**src/rtl/epc_stack.sv**
```systemverilog
// epc_stack: LIFO of saved exception PCs for nested exceptions.
// Exception entry pushes the faulting PC, ERET pops it, and MTC0 EPC
// overwrites the top. entry[0] is the architectural EPC. Vacated slots
// are refilled with zero, so Q reads 0 whenever the stack is empty.
module epc_stack #(
    parameter int NrOfBits  = 32,
    parameter int Depth     = 4,
    parameter int CountBits = 3
) (
    input  logic                 Clock,
    input  logic                 Reset,
    input  logic                 ClockEnable,
    input  logic                 Tick,
    input  logic                 Push,
    input  logic [NrOfBits-1:0]  PushData,
    input  logic                 Pop,
    input  logic                 Write,
    input  logic [NrOfBits-1:0]  D,
    input  logic                 ClearFlags,
    input  logic                 cs,
    output logic [NrOfBits-1:0]  Q,
    output logic [CountBits-1:0] Count,
    output logic                 Empty,
    output logic                 Full,
    output logic                 Overflow,
    output logic                 Underflow
);

    localparam logic [CountBits-1:0] DepthCount = CountBits'(Depth);
    localparam logic [CountBits-1:0] OneCount   = CountBits'(1);

    typedef enum logic [2:0] {
        OpNone,
        OpReplace,
        OpPush,
        OpPop,
        OpWrite
    } op_t;

    logic [NrOfBits-1:0]  entry      [Depth];
    logic [NrOfBits-1:0]  entry_next [Depth];
    logic [CountBits-1:0] count_reg;
    logic [CountBits-1:0] count_next;
    logic                 overflow_reg;
    logic                 underflow_reg;
    logic                 overflow_set;
    logic                 underflow_set;
    logic                 en;
    logic                 is_empty;
    logic                 is_full;
    op_t                  op;

    assign en       = ClockEnable & Tick;
    assign is_empty = (count_reg == '0);
    assign is_full  = (count_reg == DepthCount);

    // Pick the single operation performed this cycle, highest priority first.
    always_comb begin
        // NOTE: each variable written here gets a default before any branch, so no path leaves it unassigned and no latch is inferred.
        op = OpNone;
        if (en) begin
            if (Push && Pop) begin
                op = OpReplace;
            end else if (Push) begin
                op = OpPush;
            end else if (Pop) begin
                op = OpPop;
            end else if (Write) begin
                op = OpWrite;
            end
        end
    end

    // Compute next entries, next count and flag-set conditions for the chosen operation.
    always_comb begin
        entry_next    = entry;
        count_next    = count_reg;
        overflow_set  = 1'b0;
        underflow_set = 1'b0;
        unique case (op)
            OpReplace: begin
                // Exception taken in the ERET cycle: top is replaced, depth kept.
                entry_next[0] = PushData;
                if (is_empty) begin
                    count_next = OneCount;
                end
            end
            OpPush: begin
                for (int i = Depth - 1; i > 0; i--) begin
                    entry_next[i] = entry[i-1];
                end
                entry_next[0] = PushData;
                if (is_full) begin
                    // Oldest entry falls off the bottom; depth stays saturated.
                    overflow_set = 1'b1;
                end else begin
                    count_next = count_reg + OneCount;
                end
            end
            OpPop: begin
                if (is_empty) begin
                    underflow_set = 1'b1;
                end else begin
                    for (int i = 0; i < Depth - 1; i++) begin
                        entry_next[i] = entry[i+1];
                    end
                    entry_next[Depth-1] = '0;
                    count_next          = count_reg - OneCount;
                end
            end
            OpWrite: begin
                entry_next[0] = D;
                if (is_empty) begin
                    count_next = OneCount;
                end
            end
            default: begin
            end
        endcase
    end

    // Register state; reset dominates, ClearFlags acts regardless of enable, a same-edge set wins.
    always_ff @(posedge Clock) begin
        // NOTE: sequential state uses non-blocking assignments so every register samples pre-edge values.
        if (Reset) begin
            // NOTE: the entry array is reset (not left as plain memory) because Q must read 0 after reset.
            for (int i = 0; i < Depth; i++) begin
                entry[i] <= '0;
            end
            count_reg     <= '0;
            overflow_reg  <= 1'b0;
            underflow_reg <= 1'b0;
        end else begin
            entry         <= entry_next;
            count_reg     <= count_next;
            overflow_reg  <= overflow_set | (overflow_reg & ~ClearFlags);
            underflow_reg <= underflow_set | (underflow_reg & ~ClearFlags);
        end
    end

    assign Q         = cs ? '0 : entry[0];
    assign Count     = count_reg;
    assign Empty     = is_empty;
    assign Full      = is_full;
    assign Overflow  = overflow_reg;
    assign Underflow = underflow_reg;

endmodule

```
**config.mk**
```make
export PLATFORM = sky130hd
export DESIGN_NAME = epc_stack
export DESIGN_NICKNAME = d
export VERILOG_FILES = /design/src/rtl/epc_stack.sv
export SDC_FILE = /design/constraint.sdc
export NUM_CORES = 1
export LEC_CHECK = 0
export CORE_AREA = 2 2 95 189
export DETAILED_ROUTE_END_ITERATION = 12
export DIE_AREA = 0 0 97 191
export GPL_TIMING_DRIVEN = 0
export PLACE_DENSITY_LB_ADDON = 0.1
export SYNTH_ARGS = -nofsm -noshare
export SYNTH_HDL_FRONTEND = slang
export SYNTH_SLANG_ARGS = --single-unit
```
**constraint.sdc**
```tcl
create_clock -name Clock -period 3 [get_ports Clock]
set_input_delay 0.3 -clock Clock [delete_from_list [all_inputs] [get_ports Clock]]
set_output_delay 0.3 -clock Clock [all_outputs]
set_load 0.005 [all_outputs]
```
After elaboration in Yosys (flattened, before gate mapping)
Cells that the tools add are included.

Bitwise logic cells: 6. Reductions and logical operators: 10. Multiplexer cells: 17. Add/subtract/negate cells: 2. Eq/ne operators: 8.

Operators with widths (number): one-hot mux 96 bit (2 select lines) (1); 2-to-1 mux 128 bit (1); one-hot mux 32 bit (3 select lines) (1); 2-to-1 mux 32 bit (1); 2-to-1 mux 3 bit (8); one-hot mux 3 bit (3 select lines) (1); equality test 3 x 2 -> 1 bit, second input constant (2); equality test 3 bit, second input constant (2); nonzero test 3 bit (2); 2-to-1 mux 1 bit (4); != test 2 bit, second input constant (2); AND reduction 2 bit (2); AND reduction 4 bit (1); OR reduction 2 bit (2); adder 3 x 1 -> 3 bit, second input constant (1); bitwise AND 1 bit (3); equality test 3 x 1 -> 1 bit, second input constant (1); zero test 3 bit (1); subtractor 3 x 1 -> 3 bit, second input constant (1); != test 2 x 1 -> 1 bit, second input constant (1); OR 1 bit (2); nonzero test 2 bit (1); logical AND 1 bit (1); inverter 1 bit (1).

Flip-flop bits (word level): 133. Input port bits: 73. Output and inout bits: 39. Word-level logic and storage cells: 50.

Longest topological paths before layout
Gate-level depths: netlist of the first run.

Depth after elaboration: 9. Gate-level depth with buffers: 12. Gate-level depth less buffers: 10.

Worst setup path after synthesis of the first run
No wires, ideal clock.

Path type: in2reg. Start point: input port Push. End point: register count_reg[2] (netlist: Count[2]). Stages on the path: 12. Arrival: 2.313 ns. Data required time: 2.883 ns. Path slack: 0.569 ns. Buffers on the path: 3. Path through: inv_1 ha_1 buf_2 nor4_4 buf_6 buf_6 xor2_1 ha_1 nor2_1 mux2i_1 xnor2_1 a32o_1.

Word-level cells in the longest chain between the ends: 7. Elaborated cells between the ends (all ways): 15. Those cells by class: eq/ne (7); mux (4); reduce/logical (4).

RTL lines: start: declaration (RTL line 14) `input logic Push,`; 2-to-1 mux 3 bit / logical AND 1 bit (equally long branches) (RTL line 64, 62); 2-to-1 mux 3 bit (*) (RTL line 62) `if (Push && Pop) begin`; 2-to-1 mux 3 bit (*) (RTL line 61) `if (en) begin`; equality test 3 bit / equality test 3 x 1 -> 1 bit (equally long branches) (RTL line 80) `unique case (op)`; OR reduction 2 bit (no source line); != test 2 x 1 -> 1 bit (no source line) / nonzero test 3 bit (equally long branches); AND reduction 4 bit (no source line); end signal: assignment (RTL line 135) `count_reg <= count_next;`; end: declaration (RTL line 42) `logic [CountBits-1:0] count_reg;`.

Mark *: on every way between the ends. The rest lies on a longest branch, timed or not. A chain may end at the register's enable or synchronous reset.

Final worst setup path of the first run
Ends and elaborated chain as after synthesis.

==> results_dict.tcl, run 1 <==
set metrics [dict create \
    hold_path.class "in -> reg" \
    cp_num_cells 13 \
    synth_top_flop_cell "dfxtp_1" \
    design.die.area_um2 18500 \
    cpMaxStageDelayCell "clkdlybuf4s50_1" \
    drt_wl_total_mm 19.3 \
    syn2layout_area_growth_pct 31.3 \
    setup_viol 0 \
    fin_crit_sh 0.947 \
    synth_warnings 0 \
    criticalPathCategory "in -> reg" \
    design.final.nets 877 \
    number_of_enable_flip_flop_cells_after_synthesis 0 \
    postSynth.asyncResetShare 0 \
    cts.path.max_buffers 2 \
    postSynthRegisterBits 133 \
    place.detailed.instances 991 \
    die_w_um 97 \
    run_status "complete, no violations" \
    fin_total_pwr_mw 4.74 \
    timing.max_slew.rel_slack 0.435 \
    critPathMaxFanout 10 \
    clkLatencyLatePin_ns 0.41 \
    dr.first_iter.drc_count 255 \
    postPlaceCellArea_um2 7740 \
    netlist-cell-type-count 43 \
    hpwlAfterDp_mm 13.8 \
    initial_cell_density_of_the_core 0.373 \
    power-per-cell-area_nw_per_um2 566 \
    synthCells 671 \
    via_per_inst 5.51 \
    count_of_buffers_from_port_buffering 110 \
    clock_tree.htree_level_count 4 \
    synth_top_area_cell "dfxtp_1" \
    drt.antenna.violating_nets 0 \
    max_clock_freq_mhz 352 \
    critPathLaunchType "input port" \
    tritoncts.num_buffers 17 \
    fin_hold_ws_ns 0.438 \
    clock-root-buffer "clkbuf_16" \
    design.core.area_um2 17100 \
    num_antenna_cells 0 \
    clk_transition_reported_paths_ns 0.06 \
    post-route-cell-area_um2 8370 \
    grt_pass1_vias 5626 \
    gp_congestion 0.808 \
    worst_ir_drop_vdd_mv 0.359 \
    cts_tree "done" \
    max_cap_viol_count 0 \
    post_synth_main_area_contributors "dfxtp_1, mux2i_1, nor2_1" \
    reg2reg_depth 6 \
    synthDominantCellAreaShare 0.418 \
    final_cell_count_no_fill 1024 \
    die_y_um 191 \
    critPathMaxStageDelay_ns 0.58 \
    synthesis.area_um2 6370 \
    gr-usage-all-layers 0.207 \
    grt_max_degree 17 \
    io_pins 112 \
    syn_avg_cell_area_um2 9.50 \
    critical_path_arrival_ns 3.15 \
    drt_pre_antenna_iters 5 \
    worstPathRequired_ns 3.31 \
    seq_area_frac_synth 0.418 \
    detailroute.via_count 5647 \
    grt_first_pass_wirelength_mm 30.6 \
    post-route-min-period_ns 2.84 \
    worst_hold_path.num_cells 3 \
    unrepaired_setup_endpoints_after_global_routing "false" \
    final_hold_viol_count 0 \
    crit_family "buffers and inverters" \
    antenna_found_initial 0 \
    grt_remaining_overflow 0 \
    syn-num-nets 747 \
    floorplan.rows 68 \
    worst-slew-pin-transition_ns 0.848 \
    route.detailed.drc 0 \
    count_of_final_max_slew_check_failures 0 \
    cts.sinks 133 \
    drive_gt1_frac 0.145 \
    worstPathCellList "clkdlybuf4s50_1, inv_1, ha_1, buf_2, nor4_4, buf_6, buf_6, xor2_1, ha_1, nor2_1, mux2i_1, xnor2_1, a32o_1" \
    setup.worst_path.end_class "flip-flop" \
    cellLeakagePower_nw 2.76 \
    timing.critical_path.buf_inv 5 \
    routed_wirelength_normalized_by_instance_count_um 18.8 \
    timing.clock.skew_ns 0.0126 \
]
cells in the final DEF (no fill, tap or decap), types with 2 or more instances in the layout:
cell / count
a211oi_1: 26
a211oi_2: 38
a21o_1: 2
a221oi_1: 32
a22o_1: 32
a22oi_1: 35
a31oi_1: 2
and2_1: 3
buf_2: 31
buf_4: 5
buf_6: 5
bufinv_16: 4
clkbuf_1: 29
clkbuf_16: 17
clkdlybuf4s50_1: 110
clkinvlp_4: 3
dfxtp_1: 133
ha_1: 2
inv_1: 2
inv_6: 2
mux2i_1: 67
nand2_1: 3
nor2_1: 134
nor2b_1: 34
nor3_1: 33
nor3b_1: 2
or3_1: 3
worst register-to-register path, stage by stage (launching register included):
cell and delay [ns]:
dfxtp_1 0.38, nor4_1 0.47, a22oi_1 0.16, nand4_1 0.30, buf_2 0.35, a221oi_1 0.10
nor3_1 0.20
cell usage after synthesis, drive strengths merged (2+ instances only):
| cell | n |
|---|---|
| nor2 | 135 |
| a21oi | 2 |
| inv | 2 |
| nor4 | 2 |
| nor3 | 34 |
| a211oi | 64 |
| mux2i | 67 |
| or3 | 4 |
| clkbuf | 27 |
| ha | 3 |
| nor2b | 34 |
| a22oi | 35 |
| buf | 40 |
| nand2 | 3 |
| o21ai | 3 |
| a21o | 2 |
| dfxtp | 133 |
| and2 | 3 |
| a22o | 32 |
| a31oi | 2 |
| nor3b | 2 |
| a221oi | 32 |
routing by layer:
layer | GRT usage | up-vias | part of all wire
met4 | 0.0618 | 0 | 0.013
met3 | 0.0344 | 23 | 0.042
met5 | 0 | - | 0
li1 | - | 2744 | -
met1 | 0.254 | 2721 | 0.44
met2 | 0.370 | 159 | 0.51
sequential cells by signal (all words and copies together) (netlist names):
register,count
Count,3
Overflow,1
Underflow,1
entry,128
report_power, final:
part,switching [mW],total (mW),internal (mW)
Clock,0.796,2.22,1.42
Sequential,0.0671,1.92,1.85
Combinational,0.320,0.605,0.284
Total,1.18,4.74,3.55
logic make-up after synthesis:
group | Yosys count | synth area share
multiplexers | 67 | 0.105
AO/OA/AOI/OAI | 174 | 0.247
buffers and inverters | 69 | 0.0555
flip-flops | 133 | 0.418
XOR/XNOR | 2 | 0.00275
adder cells (fa/ha/maj) | 3 | 0.00589
AND/OR/NAND/NOR | 223 | 0.166
stage by stage:
step | util | TNS, ns | setup WS, ns
global placement | 0.453 | -0.698 | -0.452
CTS | 0.489 | 0 | 0.0780
detailed placement | 0.453 | -1.77 | -0.459
floorplan | - | 0 | 0.569
finish | 0.490 | 0 | 0.159
global route | 0.490 | 0 | 0.00656
area by class of cell:
cell class                 count  area [um2]
multi-input combinational    469        3360
buffer                        67         347
clock inverter                11         174
tap                          210         263
inverter                       2        7.51
fill                        1624        8730
clock buffer                  21         450
sequential                   133        2660
timing repair buffer         111        1110
what timing repair did:
item | 4_1_cts | 5_1_grt
buffers inserted | 1 | 0
hold buffers | 0 | 0
endpoints found under the setup margin | 1 | 1
cloned | 0 | 0
resized for setup | 0 | 1
pin swaps | 1 | 0
worst paths after layout:
| path | to | from | slack [ns] |
|---|---|---|---|
| hold / removal | Count[2] | Reset | 0.44 |
| hold reg to reg | entry[96] | entry[96] | 0.50 |
| setup / recovery | Count[2] | Push | 0.16 |
| setup reg to reg | entry[106] | Count[2] | 0.95 |
Power figures use the tool's default switching activity.
==> run 2: changes to the inputs <==
--- a/config.mk
+++ b/config.mk
@@ -9,6 +9,7 @@
 export DETAILED_ROUTE_END_ITERATION = 12
 export DIE_AREA = 0 0 97 191
 export GPL_TIMING_DRIVEN = 0
+export MAX_ROUTING_LAYER = met4
 export PLACE_DENSITY_LB_ADDON = 0.1
 export SYNTH_ARGS = -nofsm -noshare
 export SYNTH_HDL_FRONTEND = slang
==> run 2 against run 1 <==
  * Critical path type unchanged
  * Sequential power about the same
  * Utilization unchanged
  * Global-route usage increased by 0.59 points
  * Design area unchanged
  * Setup slack improved by 0.0046 ns
==> results_dict.tcl, run 2 (synthesis results as in run 1) <==
set metrics [dict create \
    run_status "complete, no violations" \
    worst_ir_drop_vdd_mv 0.358 \
    tritoncts.num_buffers 17 \
    hpwlAfterDp_mm 13.8 \
    fin_crit_sh 0.946 \
    clock-root-buffer "clkbuf_16" \
    count_of_final_max_slew_check_failures 0 \
    design.final.nets 877 \
    criticalPathCategory "in -> reg" \
    cellLeakagePower_nw 2.76 \
    worst_hold_path.num_cells 3 \
    gp_congestion 0.820 \
    p_int_mw 3.55 \
    cpMaxStageDelayCell "clkdlybuf4s50_1" \
    fin_total_pwr_mw 4.73 \
    critPathMaxFanout 10 \
    power.share.sequential 0.405 \
    regToRegSetupSlack_ns 0.96 \
    post-route-min-period_ns 2.84 \
    worstPathRequired_ns 3.31 \
    max_cap_viol_count 0 \
    clkLatencyLatePin_ns 0.41 \
    critical_path_arrival_ns 3.14 \
    dr.first_iter.drc_count 253 \
    worstPathCellList "clkdlybuf4s50_1, inv_1, ha_1, buf_2, nor4_4, buf_6, buf_6, xor2_1, ha_1, nor2_1, mux2i_1, xnor2_1, a32o_1" \
    drt.antenna.violating_nets 0 \
    layout.cells.most_common_list "nor2_1, dfxtp_1, clkdlybuf4s50_1" \
    timing.max_slew.rel_slack 0.435 \
    rr_endpoint "entry[106]" \
    io_pins 112 \
    cts.sinks 133 \
    worstReg2RegStart "Count[2]" \
    drt_wl_total_mm 19.2 \
    count_of_buffers_from_port_buffering 110 \
    timing.critical_path.buf_inv 5 \
    layout.filler_cells 1624 \
    clock_tree.htree_level_count 4 \
    num_antenna_cells 0 \
    initial_cell_density_of_the_core 0.373 \
    final_hold_viol_count 0 \
    timing.clock.skew_ns 0.00929 \
    design.die.area_um2 18500 \
    floorplan.rows 68 \
    dp_worst_setup_slack_ns -0.459 \
    clk_transition_reported_paths_ns 0.06 \
    top_register "entry" \
    hold_path.startpoint "Reset" \
    routed_wirelength_normalized_by_instance_count_um 18.8 \
    drive_gt1_frac 0.145 \
    gr-usage-all-layers 0.213 \
    layout.cells.most_common "nor2_1" \
    holdBufCountCts 0 \
    cp-startpoint "Push" \
    via_per_inst 5.49 \
    grt_pass1_vias 5639 \
    antenna_found_initial 0 \
    route.detailed.drc 0 \
    reg2reg_depth 6 \
    design.core.area_um2 17100 \
    crit_family "buffers and inverters" \
    cts_tree "done" \
    setup_viol 0 \
    drt_pre_antenna_iters 5 \
    critPathMaxStageDelay_ns 0.58 \
    finalSetupTns_ns 0 \
    whs_endpoint "Count[2]" \
    comb_power_share 0.128 \
    layout_setup_ws_ns 0.163 \
    largest_register_ff_count 128 \
    syn2layout_area_growth_pct 31.3 \
    power-per-cell-area_nw_per_um2 565 \
    critPathLaunchType "input port" \
    grt_remaining_overflow 0 \
    power_switching_mw 1.18 \
    detailroute.via_count 5626 \
    unrepaired_setup_endpoints_after_global_routing "false" \
    setup.worst_path.end_class "flip-flop" \
    grt_first_pass_wirelength_mm 30.6 \
    worst-slew-pin-transition_ns 0.848 \
    hold_path.class "in -> reg" \
    die_w_um 97 \
    max_clock_freq_mhz 353 \
    grt_max_degree 17 \
    cts.path.max_buffers 2 \
    share_clk_of_total_power 0.468 \
    die_y_um 191 \
    switching_share 0.250 \
]
==> run 2: cell counts in the layout (fill, tap and decap cells not counted) <==
No cell type changed its count.
==> run 2: what timing repair did <==
action                     4_1_cts  5_1_grt
pin swaps                        1        0
gates cloned                     0        0
gates resized for setup          0        1
buffers inserted                 1        0
setup endpoints to repair        1        1
==> run 2: worst min-delay path, delay by kind of cell <==
family | cells | cell delay, ns
buf+inv | 1 | 0.22
simple gates | 1 | 0.17
compound gates | 1 | 0.13
==> run 2: routing by layer <==
metal  wire length, um  track usage  vias up  share of wire
li1                  -            -     2742              -
met4               304       0.0650        0          0.016
met5                 0            -        -              0
met2              9820        0.370      141           0.51
met1              8310        0.254     2717           0.43
met3               772       0.0314       26          0.040
==> run 2: how the worst max path moves through the flow <==
stage / end / slack (ns) / depth (start not counted)
global placement: Count[2] / -0.45 / 13
floorplan: Count[2] / 0.57 / 12
global route: Count[2] / 0.006 / 13
finish: Count[2] / 0.16 / 13
detailed placement: Count[2] / -0.46 / 13
CTS: Count[2] / 0.08 / 12
==> run 2: through the flow <==
stage | hold slack, ns | instance area [um2] | utilization | instances
4_1_cts | 0.424 | 8370 | 0.489 | 1024
5_1_grt | 0.516 | 8370 | 0.490 | 1024
2_1_floorplan | 0.476 | 6370 | - | 671
6_report | 0.442 | 8370 | 0.490 | 1024
3_5_place_dp | 0.498 | 7740 | 0.453 | 991
3_3_place_gp | 0.490 | 7740 | 0.453 | 991
==> run 2: layout make-up <==
cell class / instances / area (um2) / share of cell area
Buffer: 67 / 347 / 0.0414
Tap cell: 210 / 263 / 0.0314
Multi-Input combinational cell: 469 / 3360 / 0.401
Inverter: 2 / 7.51 / 0.000897
Sequential cell: 133 / 2660 / 0.318
Clock inverter: 11 / 174 / 0.0208
Clock buffer: 21 / 450 / 0.0538
Timing Repair Buffer: 111 / 1110 / 0.132
==> run 2: power by group through the flow <==
| stage | Sequential [mW] | Clock [mW] | Combinational, mW |
|---|---|---|---|
| after floorplan | 1.93 | 0 | 0.358 |
| after global placement | 1.95 | 0 | 0.594 |
| after detailed placement | 1.95 | 0 | 0.605 |
| after CTS | 1.92 | 2.24 | 0.608 |
| after global routing | 1.93 | 2.32 | 0.662 |
| final | 1.92 | 2.21 | 0.604 |
==> run 3: changes to the inputs <==
--- a/config.mk
+++ b/config.mk
@@ -8,6 +8,7 @@
 export CORE_AREA = 2 2 95 189
 export DETAILED_ROUTE_END_ITERATION = 12
 export DIE_AREA = 0 0 97 191
+export DONT_BUFFER_PORTS = 1
 export GPL_TIMING_DRIVEN = 0
 export MAX_ROUTING_LAYER = met4
 export PLACE_DENSITY_LB_ADDON = 0.1
==> run 3 against run 2 <==
  * Count of clock-buffer cells in the layout is 4 lower
  * Register-to-register slack worse by 0.04 ns
  * Highest routed layer unchanged
  * Via count is 7.8% lower
  * Design area is 13% lower
  * Sequential share of layout area is 4.8 points higher
  * Total power is 2.7% lower
  * Fmax is 18% higher
  * Critical path type unchanged
  * Largest power group unchanged
==> results_dict.tcl, run 3 (synthesis results as in run 1) <==
set metrics [dict create \
    regToRegSetupSlack_ns 0.92 \
    gr-usage-all-layers 0.213 \
    max_clock_freq_mhz 418 \
    syn2layout_area_growth_pct 14.0 \
    design.die.area_um2 18500 \
    route.detailed.drc 0 \
    drive_gt1_frac 0.169 \
    die_y_um 191 \
    grt_remaining_overflow 0 \
    routed_wirelength_normalized_by_instance_count_um 21.0 \
    clkLatencyLatePin_ns 0.42 \
    detailroute.via_count 5185 \
    layout_setup_ws_ns 0.605 \
    worst_ir_drop_vdd_mv 0.332 \
    clk_transition_reported_paths_ns 0.06 \
    setup_viol 0 \
    drt_pre_antenna_iters 7 \
    cts_tree "done" \
    register_area_um2 2660 \
    cellLeakagePower_nw 2.35 \
    num_antenna_cells 0 \
    gp_congestion 0.796 \
    worstPathCellList "inv_1, ha_1, buf_2, nor4_4, buf_6, buf_6, xor2_1, ha_1, nor2_1, mux2i_1, xnor2_1, a32o_1" \
    grt_first_pass_wirelength_mm 30.0 \
    grt_pass1_vias 5266 \
    design.final.nets 766 \
    timing.max_slew.rel_slack 0.432 \
    postCtsResizedCells 0 \
    critPathMaxFanout 10 \
    final_hold_viol_count 0 \
    cpMaxStageDelayCell "nor4_4" \
    fin_hold_ws_ns 0.130 \
    power-per-cell-area_nw_per_um2 634 \
    finalSetupTns_ns 0 \
    count_of_buffers_from_port_buffering 0 \
    antenna_found_initial 0 \
    combined_area_of_the_multi_input_logic_cells_um2 3360 \
    initial_cell_density_of_the_core 0.373 \
    worstPathRequired_ns 3.31 \
    hpwlAfterDp_mm 13.8 \
    clock_tree.htree_level_count 4 \
    critPathMaxStageDelay_ns 0.52 \
    design.core.area_um2 17100 \
    critical_path_arrival_ns 2.70 \
    critPathLaunchType "input port" \
    layout.filler_cells 1711 \
    drt_wl_total_mm 19.1 \
    grt_max_degree 17 \
    holdBufCountCts 0 \
    io_pins 112 \
    die_w_um 97 \
    drt.antenna.violating_nets 0 \
    max_cap_viol_count 0 \
    largest_register_ff_count 128 \
    layout.cells.most_common_list "nor2_1, dfxtp_1, mux2i_1" \
    dp_worst_setup_slack_ns 0.170 \
    fin_total_pwr_mw 4.61 \
    unrepaired_setup_endpoints_after_global_routing "false" \
    cts.path.max_buffers 2 \
    place.detailed.instances 881 \
    layout.cells.most_common "nor2_1" \
    dr.first_iter.drc_count 287 \
    count_of_final_max_slew_check_failures 0 \
    tritoncts.num_buffers 17 \
    via_per_inst 5.68 \
    fin_crit_sh 0.798 \
    count_of_buffers_added_by_post_cts_timing_repair_for_setup 0 \
    final_cell_count_no_fill 913 \
    clock-root-buffer "clkbuf_16" \
    top_register "entry" \
    cts.sinks 133 \
    worst-slew-pin-transition_ns 0.846 \
    run_status "complete, no violations" \
    post-route-min-period_ns 2.39 \
    floorplan.rows 68 \
    timing.clock.skew_ns 0.00855 \
    criticalPathCategory "in -> reg" \
    hold_path.class "in -> reg" \
    setup.worst_path.end_class "flip-flop" \
]
-- run 3: final timing paths --
check,endpoint,startpoint,cells past startpoint
worst min-delay path,entry[123],PushData[27],2
worst max-delay path,Count[2],Push,12
worst max register to register,entry[65],Count[2],5
worst min register to register,entry[96],entry[96],2
-- run 3: final cells by class --
type	instances	share of cell area
tap	210	0.0362
buffer	67	0.0477
clock buffer	17	0.0585
sequential	133	0.366
clock inverter	15	0.0282
inverter	2	0.00103
multi-input combinational	469	0.462
-- run 3: power breakdown --
group	total, mW	switching, mW	internal, mW
Sequential	1.92	0.0691	1.85
Clock	2.22	0.826	1.40
Combinational	0.466	0.296	0.170
Total	4.61	1.19	3.41
-- run 3: critical path: cells and delay by family --
kind / cells / cell delay (ns)
adders and majority gates: 2 / 0.45
AOI/OAI and AO/OA: 1 / 0.25
muxes: 1 / 0.18
xor gates and xnor gates: 2 / 0.27
buffers and inverters: 4 / 0.66
and+or+nand+nor: 2 / 0.57
-- run 3: layer usage --
layer | up-vias | global-route usage | share of wire
li1 | 2522 | - | -
met1 | 2501 | 0.251 | 0.42
met2 | 149 | 0.371 | 0.52
met3 | 13 | 0.0355 | 0.049
met4 | 0 | 0.0645 | 0.0088
met5 | - | - | 0
-- run 3: per-stage QoR --
step	utilization	instance area, um2
floorplan	-	6370
global placement	0.388	6640
detailed placement	0.388	6640
CTS	0.425	7270
global route	0.425	7270
finish	0.425	7270
